--- src/rtl/alu_arbiter.sv ---
// alu_arbiter: shares one registered ALU between two requesters.
// One op is in flight at a time. The result comes back to the granted port as a
// one-cycle pulse ALU_LAT+2 cycles after the handshake.
// Optional build macro: ALU_ARB_RR_EN selects round-robin arbitration.
// When it is not defined, arbitration is fixed priority with port 0 first.
//
// state | meaning
// ------+-------------------------------------------------------------
// IDLE  | ready to arbitrate; reqN_ready may be high
// EXEC  | ALU inputs driven from the latched op; counting down latency
// CAPT  | alu_result valid; capture it and schedule the response pulse
module alu_arbiter #(
  parameter int DATA_W  = 8,
  parameter int OP_W    = 3,
  parameter int ALU_LAT = 1
) (
  input  logic              clk,
  input  logic              reset,
  input  logic              req0_valid,
  output logic              req0_ready,
  input  logic [OP_W-1:0]   req0_op,
  input  logic [DATA_W-1:0] req0_a,
  input  logic [DATA_W-1:0] req0_b,
  input  logic              req1_valid,
  output logic              req1_ready,
  input  logic [OP_W-1:0]   req1_op,
  input  logic [DATA_W-1:0] req1_a,
  input  logic [DATA_W-1:0] req1_b,
  output logic              resp0_valid,
  output logic [DATA_W-1:0] resp0_data,
  output logic              resp1_valid,
  output logic [DATA_W-1:0] resp1_data,
  output logic [OP_W-1:0]   alu_control,
  output logic [DATA_W-1:0] alu_a,
  output logic [DATA_W-1:0] alu_b,
  input  logic [DATA_W-1:0] alu_result,
  output logic              busy
);

  // A one-cycle latency still needs a 1-bit counter so the terminal compare exists.
  localparam int CNT_W = (ALU_LAT > 1) ? $clog2(ALU_LAT) : 1;

  typedef enum logic [1:0] {
    IDLE = 2'd0,
    EXEC = 2'd1,
    CAPT = 2'd2
  } state_t;

  state_t           state;
  logic [CNT_W-1:0] cnt;
  logic             id;
  logic [1:0]       grant;
  logic             hs;

`ifdef ALU_ARB_RR_EN
  logic             last_grant;

  // Round-robin arbitration: on contention, the port that did not win last time wins now.
  always_comb begin
    grant = 2'b00;
    if (req0_valid && req1_valid) begin
      grant = last_grant ? 2'b01 : 2'b10;
    end else if (req0_valid) begin
      grant = 2'b01;
    end else if (req1_valid) begin
      grant = 2'b10;
    end
  end

  // Remember which port won the most recent handshake.
  // The reset value of 1 lets port 0 win the first contention.
  always_ff @(posedge clk) begin
    if (reset) begin
      last_grant <= 1'b1;
    end else if (hs) begin
      last_grant <= req1_ready;
    end
  end
`else
  // Fixed-priority arbitration: port 0 wins whenever it is valid.
  always_comb begin
    grant = 2'b00;
    if (req0_valid) begin
      grant = 2'b01;
    end else if (req1_valid) begin
      grant = 2'b10;
    end
  end
`endif

  assign req0_ready = (state == IDLE) & grant[0];
  assign req1_ready = (state == IDLE) & grant[1];
  assign hs         = req0_ready | req1_ready;
  assign busy       = (state != IDLE);

  // Sequencer: latch the granted op, wait out the ALU latency, then return the result.
  always_ff @(posedge clk) begin
    if (reset) begin
      state       <= IDLE;
      cnt         <= '0;
      id          <= 1'b0;
      alu_control <= '0;
      alu_a       <= '0;
      alu_b       <= '0;
      resp0_valid <= 1'b0;
      resp1_valid <= 1'b0;
      resp0_data  <= '0;
      resp1_data  <= '0;
    end else begin
      resp0_valid <= 1'b0;
      resp1_valid <= 1'b0;
      case (state)
        IDLE: begin
          if (hs) begin
            id          <= req1_ready;
            alu_control <= req1_ready ? req1_op : req0_op;
            alu_a       <= req1_ready ? req1_a  : req0_a;
            alu_b       <= req1_ready ? req1_b  : req0_b;
            cnt         <= CNT_W'(ALU_LAT - 1);
            state       <= EXEC;
          end
        end
        EXEC: begin
          if (cnt == '0) begin
            state <= CAPT;
          end else begin
            cnt <= cnt - CNT_W'(1);
          end
        end
        CAPT: begin
          if (id) begin
            resp1_data  <= alu_result;
            resp1_valid <= 1'b1;
          end else begin
            resp0_data  <= alu_result;
            resp0_valid <= 1'b1;
          end
          state <= IDLE;
        end
        default: state <= IDLE;
      endcase
    end
  end

endmodule
--- config.mk ---
export PLATFORM = sky130hd
export DESIGN_NAME = alu_arbiter
export DESIGN_NICKNAME = d
export VERILOG_FILES = /design/src/rtl/alu_arbiter.sv
export SDC_FILE = /design/constraint.sdc
export NUM_CORES = 1
export LEC_CHECK = 0
export ABC_AREA = 1
export BUFFER_PORTS_ARGS = -buffer_cell sky130_fd_sc_hd__buf_4
export CAP_MARGIN = 15
export CORE_ASPECT_RATIO = 1.5
export CORE_MARGIN = 5
export CORE_UTILIZATION = 45
export DETAILED_ROUTE_END_ITERATION = 16
export GPL_TIMING_DRIVEN = 0
export MAX_ROUTING_LAYER = met4
export PLACE_DENSITY_LB_ADDON = 0.12
export SETUP_SLACK_MARGIN = 0.2
export SYNTH_ARGS = -nofsm -noshare
export SYNTH_HDL_FRONTEND = slang
export SYNTH_SLANG_ARGS = --single-unit
--- constraint.sdc ---
create_clock -name clk -period 1.16 [get_ports clk]
set_input_delay 0.232 -clock clk [delete_from_list [all_inputs] [get_ports clk]]
set_output_delay 0.232 -clock clk [all_outputs]
set_load 0.01 [all_outputs]
Yosys cells after proc, flatten, opt, wreduce, memory -nomap -nowiden
Index checks and enable logic that the tools add are counted.
{"block": "totals", "elab_cells": 42, "register_bits": 41, "inputBits": 50, "output_inout_bits": 40}
{"block": "op_classes", "n_addsub": 1, "n_mux": 13, "bitwise": 5, "n_eq_ne": 4, "n_reduce_logical": 9}
{"cell": "$mux 8", "count": 2}
{"cell": "$reduce_and 2->1", "count": 5}
{"cell": "$mux 2", "count": 4}
{"cell": "$mux 1", "count": 4}
{"cell": "$ne 2x2->1 const B", "count": 2}
{"cell": "$pmux 2 s2", "count": 1}
{"cell": "$reduce_bool 2->1", "count": 2}
{"cell": "$mux 3", "count": 1}
{"cell": "$and 1x1->1", "count": 2}
{"cell": "$eq 2x1->1 const B", "count": 1}
{"cell": "$eq 2x2->1 const B", "count": 1}
{"cell": "$logic_not 2->1", "count": 1}
{"cell": "$not 1->1", "count": 2}
{"cell": "$pmux 1 s2", "count": 1}
{"cell": "$reduce_or 2->1", "count": 1}
{"cell": "$or 1x1->1", "count": 1}
{"cell": "$sub 1x1->1 const B", "count": 1}

Depth between registers and ports, before layout
{"block": "depth", "depth_word": 6, "mapped_depth": 8, "mapped_depth_nobuf": 7}

Worst setup path before layout
Ideal clock, no wire load.
{"block": "synth_path", "path_kind": "register -> output", "start": "register state[0]", "end": "output port req0_ready", "slack_ns": 0.011, "path_buffers": 1, "path_stages_with_launch": 5, "t_arrival_ns": 0.917, "path_cell_list": "dfxtp_1 > nor2_2 > buf_2 > inv_1 > nor2_1"}
{"block": "synth_between", "elab_chain_cells": 2}
{"element": "from (decl)", "line_no": "49", "text": "state_t state;"}
{"element": "from (signal assigned)", "line_no": "99", "text": "state <= IDLE;"}
{"element": "from (signal assigned)", "line_no": "120", "text": "state <= EXEC;"}
{"element": "from (signal assigned)", "line_no": "125", "text": "state <= CAPT;"}
{"element": "$logic_not 2->1", "line_no": "91", "text": "assign req0_ready = (state == IDLE) & grant[0];"}
{"element": "$and 1x1->1", "line_no": "91"}
{"element": "to (decl)", "line_no": "20", "text": "output logic req0_ready,"}
No other way between the ends.

Worst setup path in the final report
{"block": "layout_path", "start": "register state[0]", "end": "output port req1_ready"}
{"block": "layout_between", "elab_chain_cells": 2}
{"element": "$logic_not 2->1", "line_no": "92", "text": "assign req1_ready = (state == IDLE) & grant[1];"}
{"element": "$and 1x1->1", "line_no": "92"}
{"element": "to (decl)", "line_no": "25", "text": "output logic req1_ready,"}
No other way between the ends.

==> impl_metrics.toml <==
[run_status]
outcome = "finished with violations"
failed_checks = "negative setup slack"

[cells_and_area]
antennaDiodeCount = 0
post-route-util_pct = 77.9
finish.net_count = 415
syn_to_final_growth_pct = 68.5
fill_cells = 307
postLayoutCellArea_um2 = 3060
drive_gt1_share_pct = 47.0

[placement]
numPortBuffers = 88
gp_congestion = 0.772
placed_area_um2 = 2560
hpwl_um = 3680

[critical_path]
crit_buf_inv = 3
ff2ff_path_depth = 9
worst-path-stages = 5
cp_data_arrival_time_ns = 1.10
cp_top_family = "flip-flops"
cp_cell_sequence = "nor2_4, nand2_2, buf_6, inv_2, buf_6"
slowest_stage = "dfxtp_2"
crit_fanout = 3
reg2reg_from = "state[0]"
path_class = "flip-flop to output pin"
cp-end-kind = "output pin"
cp-start-kind = "flip-flop"
required_ns = 0.93
critPathLaunch = "state[0]"
cpMostUsedCell = "buf_6"
max_stage_delay_ns = 0.34

[synth]
synth-edff-count = 0
post-synth-top-area-fraction_pct = 44.2
yosysMostFrequentCell = "inv_1"
ys_warn_count = 0
synth_ff_type = "dfxtp_1"
ys_seq_area_share_pct = 44.2
synth-seq-cells = 40
syn_inst = 257
syn-mean-instance-area_um2 = 7.05
syn-num-nets = 307
synth_area_um2 = 1810
ys_types = 18
yosys.area.top_type = "dfxtp_1"
synthTopCellsByArea = "dfxtp_1, nand3_1, inv_1, a21oi_1, nand2_1"
synth_common_cells = "inv_1, nand2_1, dfxtp_1, nand3_1, a21oi_1"
async_flop_share_pct = 0

[detailed_routing]
vias_per_cell = 4.90
drt-pass1-iter-count = 4
wl_per_cell_um = 13.0
drc_errors = 0
finalWirelength_um = 5350
vias = 2014
drt_iter0_drc = 72
ant_nets = 0

[floorplanning]
die_area_um2 = 5420
core_um2 = 3920
num_io_pins = 90
row_count = 28
start_util_pct = 46.2
die-height_um = 87.7
die_w_um = 61.8

[clock_network]
clkLatencyLatePin_ns = 0.29
clockBufferDepth = 2
tritoncts = "built"
holdBufCountCts = 0
cts_buffers = 5
clkSinkCount = 40
htreeDepth = 2
cts_root_buffer = "clkbuf_8"
path_clk_slew_ns = 0.08

[power_and_ir_drop]
leakage_nw = 1.52
max-vdd-ir-drop_v = 0.00102
p_per_area_nw_per_um2 = 1250

[timing]
fin_ws_ns = -0.177
rsz0062_at_grt = "true"
slew_headroom_pct = 66.9
clock_skew_ns = 0.00658
setup_viol = 23
finalCriticalPeriod_ns = 1.34
period_share_pct = 115
fmax_mhz = 748
hold_viol_final = 0
slew_viol_final = 0
tightest_slew_ns = 0.497

[global_routing]
grt_busiest_layer = "met2"
antenna_found_initial = 0
grt_use_met2_pct = 37.6
grt.overflow.total = 0
grt_max_degree = 13
met3_usage_pct = 3.54
grt_use_total_pct = 21.7
grt_pass1_vias = 2013
use_met1_pct = 23.6
grt_pass1_wl_um = 8650

[worst_hold_path]
hold_path_startpoint = "req0_a[5]"
hold_class = "input port to flip-flop"
holdPathStages = 5

[flow_run]
max_cap_viol_count = 0
==> cells by family after synthesis <==
kind of cell	synth area share, %
simple gates	26.2
buf+inv	15.9
compound gates	13.7
flops	44.2
==> path summary, 6_finish.rpt <==
check,slack [ns],to
max,-0.18,req1_ready
min,0.22,alu_a[5]
max reg2reg,-0.13,alu_b[3]
min reg2reg,0.45,resp0_data[4]
==> cells in the final DEF, fill, tap and decap left out <==
cell / synthesis / layout
nor3_1: 1 / 1
o21bai_1: 8 / 8
buf_12: 0 / 1
nand3_4: 0 / 1
clkbuf_4: 0 / 1
nand3b_2: 1 / 1
buf_6: 2 / 51
buf_4: 1 / 59
inv_1: 50 / 48
o21ai_4: 0 / 1
inv_4: 0 / 2
nand2_1: 48 / 47
clkbuf_8: 0 / 7
clkbuf_1: 5 / 4
nor2_1: 4 / 3
nand3_1: 38 / 38
nand4_1: 8 / 8
dfxtp_2: 0 / 39
a21oi_1: 36 / 36
nor2_2: 2 / 1
inv_2: 2 / 2
nand2_2: 0 / 1
nor2_4: 0 / 2
bufinv_16: 0 / 1
buf_2: 9 / 2
dfxtp_1: 40 / 1
==> metal layers <==
layer / part of all wire [%] / vias up
met2: 54 / 63
met3: 6.7 / 10
met1: 37 / 919
met4: 1.9 / 0
li1: - / 1022
met5: 0 / -
==> through the flow <==
step                      TNS (ns)  hold WS [ns]  power (mW)  instances  setup slack, ns
after floorplan                  0         0.401        2.00        257            0.101
after global placement      -0.352         0.430        2.37        390          -0.0427
after detailed placement    -0.297         0.436        2.38        390          -0.0362
after CTS                    -1.42         0.210        3.81        406           -0.194
after global routing         -4.19         0.234        4.02        411           -0.235
final                        -2.46         0.215        3.83        411           -0.177
==> sequential cells by signal, summed over array words and instances, names as in the netlist <==
signal       count
alu_a            8
resp0_data       8
resp0_valid      1
alu_control      3
resp1_data       8
state            2
id               1
alu_b            8
resp1_valid      1
==> repair_timing <==
| action | CTS | global route |
|---|---|---|
| pin swaps | 2 | 0 |
| endpoints found under the setup margin | 78 | 78 |
| cloned | 2 | 1 |
| setup buffers | 6 | 4 |
| gates resized for setup | 89 | 10 |
==> cell type report <==
type                            count  area [um^2]  area share (%)
Buffer                             17          140            4.59
Clock buffer                        7         96.3            3.15
Clock inverter                      1         30.0           0.983
Inverter                           52          200            6.55
Multi-Input combinational cell    148          753            24.7
Sequential cell                    40          850            27.8
Tap cell                           45         56.3            1.84
Timing Repair Buffer              101          930            30.4
==> worst register-to-register path, cell delays in order (launching register included) <==
cell	delay (ns)
dfxtp_2	0.34
nor2_4	0.14
buf_4	0.13
buf_6	0.09
o21ai_4	0.09
inv_4	0.10
buf_12	0.12
nand3_1	0.09
nand2_1	0.07
inv_1	0.04
==> where the power goes <==
group	switching (mW)	internal [mW]
clock	0.477	0.759
combinational	0.465	0.556
sequential	0.0740	1.50
total	1.02	2.82
Note: power is estimated with default switching activity, not from simulation.
